## src/rtl/seg_scan_scheduler.sv

```systemverilog
// Eight-digit multiplexed 7-segment scan controller with blanking gaps between
// digits, a double-buffered digit store and optional leading-zero suppression.
module seg_scan_scheduler #(
    parameter int unsigned DIV       = 1000,
    parameter int unsigned BLANK_CYC = 16
) (
    input  logic       clk,
    input  logic       rst_n,
    input  logic       enable,
    input  logic       wr_en,
    input  logic [2:0] wr_addr,
    input  logic [3:0] wr_data,
    input  logic       wr_dp,
    input  logic       update,
    input  logic       blank_lz,
    output logic [2:0] count,
    output logic [7:0] com,
    output logic [7:0] seg,
    output logic       frame_done,
    output logic       upd_pending
);

    typedef enum logic [1:0] {IDLE, SHOW, BLANK} state_t;

    localparam logic [15:0] DIV_LAST   = 16'(DIV - 1);
    localparam logic [15:0] BLANK_LAST = 16'(BLANK_CYC - 1);

    state_t          state_q, state_d;
    logic [15:0]     tmr_q, tmr_d;
    logic [2:0]      count_q, count_d;
    logic [7:0]      com_q, com_d;
    logic [7:0]      seg_q, seg_d;
    logic            fd_q, fd_d;
    logic            pend_q, pend_d;
    logic [7:0][3:0] sh_val_q, act_val_q, act_val_d;
    logic [7:0]      sh_dp_q, act_dp_q, act_dp_d;
    logic            commit;

    function automatic logic [6:0] hex7(input logic [3:0] v);
        case (v)
            4'h0: hex7 = 7'h3F;
            4'h1: hex7 = 7'h06;
            4'h2: hex7 = 7'h5B;
            4'h3: hex7 = 7'h4F;
            4'h4: hex7 = 7'h66;
            4'h5: hex7 = 7'h6D;
            4'h6: hex7 = 7'h7D;
            4'h7: hex7 = 7'h07;
            4'h8: hex7 = 7'h7F;
            4'h9: hex7 = 7'h6F;
            4'hA: hex7 = 7'h77;
            4'hB: hex7 = 7'h7C;
            4'hC: hex7 = 7'h39;
            4'hD: hex7 = 7'h5E;
            4'hE: hex7 = 7'h79;
            default: hex7 = 7'h71;
        endcase
    endfunction

    // A digit is suppressed only while every digit to its left (and itself) is a bare zero.
    function automatic logic [7:0] digit_seg(input logic [2:0] idx, input logic [7:0][3:0] vals,
                                             input logic [7:0] dps, input logic lz);
        logic [7:0] nz;
        logic [7:0] upto;
        for (int k = 0; k < 8; k++) begin
            nz[k] = (vals[k] != 4'd0) || dps[k];
        end
        upto = 8'hFF >> (3'd7 - idx);
        if (lz && (idx != 3'd7) && ((nz & upto) == 8'd0)) begin
            digit_seg = 8'h00;
        end else begin
            digit_seg = {dps[idx], hex7(vals[idx])};
        end
    endfunction

    function automatic logic [7:0] com_for(input logic [2:0] idx);
        com_for = 8'hFF;
        com_for[3'd7 - idx] = 1'b0;
    endfunction

    always_comb begin
        commit    = pend_q && (fd_q || (state_q == IDLE));
        act_val_d = commit ? sh_val_q : act_val_q;
        act_dp_d  = commit ? sh_dp_q : act_dp_q;
        pend_d    = update ? 1'b1 : (commit ? 1'b0 : pend_q);

        state_d = state_q;
        tmr_d   = tmr_q;
        count_d = count_q;
        com_d   = 8'hFF;
        seg_d   = 8'h00;

        case (state_q)
            IDLE: begin
                tmr_d   = 16'd0;
                count_d = 3'd0;
                if (enable) state_d = SHOW;
            end
            SHOW: begin
                if (!enable) begin
                    state_d = IDLE;
                    tmr_d   = 16'd0;
                    count_d = 3'd0;
                end else if (tmr_q == DIV_LAST) begin
                    state_d = BLANK;
                    tmr_d   = 16'd0;
                end else begin
                    tmr_d = tmr_q + 16'd1;
                end
            end
            BLANK: begin
                if (!enable) begin
                    state_d = IDLE;
                    tmr_d   = 16'd0;
                    count_d = 3'd0;
                end else if (tmr_q == BLANK_LAST) begin
                    state_d = SHOW;
                    tmr_d   = 16'd0;
                    count_d = count_q + 3'd1;
                end else begin
                    tmr_d = tmr_q + 16'd1;
                end
            end
            default: begin
                state_d = IDLE;
                tmr_d   = 16'd0;
                count_d = 3'd0;
            end
        endcase

        // Outputs are registered, so encode from the post-commit buffer for the upcoming cycle.
        if (state_d == SHOW) begin
            com_d = com_for(count_d);
            seg_d = digit_seg(count_d, act_val_d, act_dp_d, blank_lz);
        end
        fd_d = (state_d == BLANK) && (tmr_d == BLANK_LAST) && (count_d == 3'd7);
    end

    always_ff @(posedge clk or negedge rst_n) begin
        if (!rst_n) begin
            state_q   <= IDLE;
            tmr_q     <= 16'd0;
            count_q   <= 3'd0;
            com_q     <= 8'hFF;
            seg_q     <= 8'h00;
            fd_q      <= 1'b0;
            pend_q    <= 1'b0;
            sh_val_q  <= '0;
            sh_dp_q   <= 8'h00;
            act_val_q <= '0;
            act_dp_q  <= 8'h00;
        end else begin
            state_q   <= state_d;
            tmr_q     <= tmr_d;
            count_q   <= count_d;
            com_q     <= com_d;
            seg_q     <= seg_d;
            fd_q      <= fd_d;
            pend_q    <= pend_d;
            act_val_q <= act_val_d;
            act_dp_q  <= act_dp_d;
            if (wr_en) begin
                sh_val_q[wr_addr] <= wr_data;
                sh_dp_q[wr_addr]  <= wr_dp;
            end
        end
    end

    assign count       = count_q;
    assign com         = com_q;
    assign seg         = seg_q;
    assign frame_done  = fd_q;
    assign upd_pending = pend_q;

endmodule

```

## config.mk

```make
export PLATFORM = sky130hd
export DESIGN_NAME = seg_scan_scheduler
export DESIGN_NICKNAME = d
export VERILOG_FILES = /design/src/rtl/seg_scan_scheduler.sv
export SDC_FILE = /design/constraint.sdc
export NUM_CORES = 1
export LEC_CHECK = 0
export ABC_CLOCK_PERIOD_IN_PS = 4070
export CORE_ASPECT_RATIO = 0.7
export CORE_UTILIZATION = 25
export CTS_CLUSTER_DIAMETER = 120
export CTS_CLUSTER_SIZE = 16
export DETAILED_ROUTE_END_ITERATION = 10
export PLACE_DENSITY_LB_ADDON = 0.1
export SYNTH_ARGS = -nofsm -noshare
export SYNTH_HDL_FRONTEND = slang
export SYNTH_SLANG_ARGS = --single-unit
```

## constraint.sdc

```tcl
create_clock -name clk -period 4.07 [get_ports clk]
set_clock_uncertainty 0.2 [all_clocks]
set_input_delay 0.814 -clock clk [delete_from_list [all_inputs] [get_ports clk]]
set_output_delay 0.814 -clock clk [all_outputs]
set_load 0.05 [all_outputs]
```

# After elaboration in Yosys (flattened, before gate mapping)
# Memory sizes are Yosys's and may differ from the RTL's.
# Cells that the tools add are included.
[totals]
reg_bits = 119
latchBits = 0
mem_bits_rw = 0
rom_bits = 112
in_bits = 14
wordCells = 107
mem_count = 1
[classes]
n_addsub = 3
mul = 0
div_mod_pow = 0
order_cmp = 5
n_eq_ne = 9
shift = 1
mux = 34
bitwise = 2
reduce_logical = 27
[memory_table]
columns = ["memory", "words", "word_bits", "read_ports", "rd_clocked_by_memory_dff", "wr", "line_no", "text"]
rows = [
  ["(name not given)", 16, 7, 1, 0, 0, "40", "case (v)"],
]
[ops]
columns = ["op", "n"]
rows = [
  ["16-bit 2-to-1 mux", 4],
  ["32-bit bitwise mux", 1],
  ["16-bit by 4-bit equality test with 1-bit output (second input constant)", 2],
  ["32-bit 2-to-1 mux", 1],
  ["8-bit 2-to-1 mux", 4],
  ["16-bit case mux with 2 select lines", 1],
  ["4-bit nonzero test", 8],
  ["16-bit by 1-bit adder with 16-bit output (second input constant)", 1],
  ["16-bit by 10-bit equality test with 1-bit output (second input constant)", 1],
  ["4-bit binary-select mux with 3-bit select", 1],
  ["4-bit demux with 3-bit select", 1],
  ["3-bit by 4-bit < comparator with 1-bit output (second input constant)", 3],
  ["2-bit 2-to-1 mux", 5],
  ["1-bit logical OR", 9],
  ["3-bit 2-to-1 mux", 3],
  ["8-bit bitwise AND", 1],
  ["8-bit bitwise mux", 1],
  ["8-bit logical NOT", 1],
  ["4-bit 2-to-1 mux", 2],
  ["8-bit inverter", 1],
  ["8-bit by 3-bit >> shifter with 8-bit output (first input constant)", 1],
  ["1-bit logical AND", 7],
  ["1-bit demux with 3-bit select", 2],
  ["3-bit by 1-bit >= comparator with 1-bit output (second input constant)", 2],
  ["12 further kinds", 18],
]

# Logic depth before layout (Yosys ltp)
[logic_depth]
ltp_word = 11
depth_mapped = 17
ltp_nobuf = 14

# Worst setup path before layout
# Ideal clock, no wire load.
[synth_timing]
kind = "in2reg"
from = "input port enable"
to = "register seg_q[1] (netlist: seg[1])"
setup_ns = 0.099
arrival_time_ns = 3.207
setup_slack_ns = 0.564
stages = 14
path_buffers = 3
path_cell_list = "and2_1 clkbuf_1 nand3_1 o211ai_2 buf_6 buf_6 mux2_2 a211oi_1 a21oi_2 inv_1 ha_1 o21ai_0 a21oi_1 a311oi_1"
[synth_via]
elab_chain_cells = 9
[synth_lines]
columns = ["element", "line_no", "text"]
rows = [
  ["start, declared", "9", "input logic enable,"],
  ["3-bit 2-to-1 mux, on equally long branches", "112, 100", ""],
  ["3-bit case mux with 2 select lines", "93", "case (state_q)"],
  ["3-bit subtractor", "68", "upto = 8'hFF >> (3'd7 - idx);"],
  ["8-bit by 3-bit >> shifter with 8-bit output", "68", ""],
  ["8-bit bitwise AND", "69", "if (lz && (idx != 3'd7) && ((nz & upto) == 8'd0)) begin"],
  ["8-bit logical NOT", "69", ""],
  ["1-bit logical AND", "69", ""],
  ["8-bit 2-to-1 mux", "69", ""],
  ["8-bit 2-to-1 mux (*)", "132", "if (state_d == SHOW) begin"],
  ["named net seg_d[1]", "32", "logic [7:0] seg_q, seg_d;"],
  ["end signal, assigned", "157", "seg_q <= seg_d;"],
  ["end, declared", "32", ""],
]
# Mark *: on every way through the listed nets, which the timed path passes. The rest lies on a longest branch. The select of a mux whose other input is x is not followed.
# A chain may end at the register's enable or synchronous reset.

# Final worst setup path
[layout_timing]
from = "register tmr_q[0]"
to = "register seg_q[1] (netlist: seg[1])"
[layout_via]
elab_chain_cells = 11
[layout_lines]
columns = ["element", "line_no", "text"]
rows = [
  ["start, declared", "29", "logic [15:0] tmr_q, tmr_d;"],
  ["start signal, assigned", "154", "tmr_q <= tmr_d;"],
  ["16-bit by 4-bit equality test with 1-bit output", "116", "end else if (tmr_q == BLANK_LAST) begin"],
  ["3-bit 2-to-1 mux", "116", ""],
  ["3-bit 2-to-1 mux", "112", "if (!enable) begin"],
  ["3-bit case mux with 2 select lines", "93", ""],
  ["3-bit subtractor", "68", ""],
  ["8-bit by 3-bit >> shifter with 8-bit output", "68", ""],
  ["8-bit bitwise AND", "69", ""],
  ["8-bit logical NOT", "69", ""],
  ["1-bit logical AND", "69", ""],
  ["8-bit 2-to-1 mux", "69", ""],
  ["8-bit 2-to-1 mux (*)", "132", ""],
  ["named net seg_d[1]", "32", ""],
]
# Marks and branches as above.

==> metrics <==
pwr dens=683 nW/um^2; Synth Net Count=514; WP buf/inv=2; status=finished clean; share of cells above drive strength 1=25.0%; CP Data Arrival Time=3830 ps; Reg2Reg Depth=14; LEAKAGE=3.04 nW; CTS H-tree depth=4; Levels on crit path=14; initial core utilization=25.5%; GRT Util Overall=12.9%; Hold Path Class=primary input to asynchronous set/reset pin; Clock Tree Root=clkbuf_16; vias in the first global route=3,920; FF-to-FF End=seg[1]; Tmin final=3730 ps; post-synthesis async set-or-reset flop share=100%; Synth Register Bits=119; antenna cell count=0; I/O Buffers=34; Hold Vio Cnt, Final=0; Area Overhead vs Synth=23.3%; Req. time, crit path=4170 ps; Power Total=4.86 mW; CTS Buf Count=17; DRT iter0 DRCs=228; FF/Latch Area=2990 sq um; Place WS=-19.1 ps; Fin Hold WS=251 ps; worst slew pin tran=866 ps; setup violators final=0; routed wire length=14,200 um; Critical Path Max Stage Delay=390 ps; post-layout util=31.4%; DR vias=3,772; hold-fix buffer count after cts=0; final setup margin=340 ps; Placement Cell Area=6530 sq um; critical path peak fanout=15; Synth area leader=dfrtp_1; global placement routability congestion=0.772; CTS tree=yes; deepest clock path buffer count=2; Synth Cell Area=5780 sq um; worst reg2reg startpoint=tmr_q[0]; drt first pass iters=5; r2r setup slk=340 ps; Die Y=129 um; largest net degree at the start of global routing=67; DRT antenna net count=0; fin area=7120 sq um; drt via density=4.38; clk slew on worst S/H paths=60 ps; DRC viols=0; Final Max Slew Viols=0; latest clock arrival within the worst-skew pair=410 ps; dominant cells by area after synthesis=dfrtp_1, mux2_2, mux2i_1; core region area=22,700 sq um; Die W=184 um; GRT Residual Overflow=0; Max-Cap Viols=0; Peak supply drop=0.312 mV; Tcrit/Tclk final=91.6%; first-pass GRT wire length=22,700 um; f_max=0.268 GHz; initial antenna violation count=0; Synth cell types=57; RSZ-0062 raised after global routing=no; crit path from=tmr_q[0]; yosys warns=0; Layout Nets=562; CP endpoint=seg[1]; Avg Synthesized Cell Area=11.8 sq um; Seq/Total Area, Yosys=51.7%; Filler cells=2,325; footprint of the multi-input gates=2550 sq um; Largest delay share family, worst path=compound AO/OA/AOI/OAI gates; cells after synthesis=488; Post-DP HPWL=10,200 um; kind of critical path=flip-flop to flip-flop; clk sinks=119; post-CTS sizing=0; Crit. End Element=flip-flop; post-CTS setup buffers=0; I/O Pins=35; Die ar.=23,700 sq um; Rows=46; headroom to the max-slew limit=42.2%; ys flop type=dfrtp_1; Synth top area share=48.1%; Cell Chain, Critical Path=ha_1 -> and3_1 -> and4_1 -> xnor2_2 -> o21ai_4 -> buf_4 -> a211oi_1 -> a211oi_1 -> a21oi_2 -> inv_1 -> ha_1 -> o21ai_0 -> a21oi_1 -> a311oi_1; Post-synth EDFFs=0; CP max-delay cell=dfrtp_1; WL/cell=16.5 um; Startpoint Class=flip-flop
-- state kept, by name, indices dropped and copies added, names as in the netlist, 2 cells and up --
register and count:
act_val_q 32, sh_val_q 32, tmr_q 16, act_dp_q 8
com 8, seg 8, sh_dp_q 8, count 3
state_q 2
-- power breakdown --
group / internal [mW] / total, mW / leakage (nW) / switching [mW]
clock: 0.920 / 1.49 / 0.283 / 0.569
combinational: 0.694 / 1.73 / 1.29 / 1.04
sequential: 1.53 / 1.64 / 1.47 / 0.114
total: 3.14 / 4.86 / 3.04 / 1.72
-- routing by layer --
layer | global-route usage (%) | up-vias | share of wire [%]
met5 | 0 | - | 0
met4 | 3.97 | 0 | 1.0
met3 | 3.09 | 11 | 3.1
met2 | 17.6 | 44 | 41
met1 | 19.8 | 1904 | 55
li1 | - | 1813 | -
-- synthesized netlist by cell type, types with 3 or more instances --
master,instances
a211oi_1,6
a21oi_1,8
a221oi_1,3
and2_1,3
and3_1,5
buf_2,6
buf_4,4
buf_6,4
clkbuf_1,4
dfrtp_1,111
dfstp_2,8
ha_1,12
inv_1,29
mux2_2,67
mux2i_1,35
nand2_1,35
nand2b_1,3
nand3_1,11
nand4_1,7
nand4b_1,5
nor2_1,35
nor2b_1,6
nor3_1,11
nor3b_1,3
nor4_1,3
nor4_4,3
o21ai_0,10
or4_1,5
xnor2_1,8
xor2_1,7
-- worst min-delay path by stage --
| stage | start | endpoint | depth (start not counted) |
|---|---|---|---|
| 2_1_floorplan | tmr_q[0] | tmr_q[0] | 1 |
| 3_3_place_gp | tmr_q[0] | tmr_q[0] | 1 |
| 3_5_place_dp | tmr_q[0] | tmr_q[0] | 1 |
| 4_1_cts | rst_n | seg[0] | 1 |
| 5_1_grt | rst_n | seg[0] | 1 |
| 6_report | rst_n | seg[0] | 1 |
-- worst reg2reg max path, cell delays in order, from the launching register on --
cell and delay [ps]:
dfrtp_1 390, ha_1 230, and3_1 340, and4_1 390, xnor2_2 160, o21ai_4 130
buf_4 220, a211oi_1 220, a211oi_1 90, a21oi_2 290, inv_1 150, ha_1 320
o21ai_0 160, a21oi_1 60, a311oi_1 270
-- kinds of logic after synthesis --
kind of cell	Yosys count	share of synthesized area, %
AOI/OAI and AO/OA	47	6.06
and+or+nand+nor	140	12.9
xor gates and xnor gates	16	2.56
adders and majority gates	12	2.60
DFF	119	51.7
buffers and inverters	50	4.37
muxes	104	19.8
-- through the flow --
| step | std cells | setup TNS [ps] |
|---|---|---|
| global placement | 829 | 0 |
| detailed placement | 829 | -19.1 |
| global route | 861 | 0 |
| floorplan | 488 | 0 |
| finish | 861 | 0 |
| CTS | 861 | 0 |
-- layout make-up --
cell class	count	share of cell area, %
tap	312	5.48
clock inverter	14	2.11
timing repair buffer	49	6.85
clock buffer	18	6.17
inverter	30	1.58
sequential	119	42.0
multi-input combinational	319	35.8
-- cells in the final DEF, fill, tap and decap left out, types with 2 or more instances in the layout --
cell type and count:
buf_4 13, nand3_1 11, ha_1 12, mux2i_1 35, clkinv_2 3, nor4_4 3, dfrtp_1 111, clkinvlp_4 3
clkbuf_16 17, o21ai_1 2, and3_1 5, bufinv_16 2, nand4b_1 5, clkinv_4 4, inv_6 2, a21oi_1 8
nor3_1 11, buf_12 3, xor2_1 7, nor4_1 3, or4_1 5, dfstp_2 8, xnor2_1 8, clkdlybuf4s50_1 33
nand2b_1 3, nor3b_1 3, a221oi_1 3, nor2_1 35, a211oi_1 6, o21ai_4 2, nor2b_1 6, inv_1 29
nand4_1 7, o211ai_1 2, mux2_2 67, nand2_1 35, and2_1 3, o21ai_0 10, a41o_1 2
(Power assumes the default switching activity.)
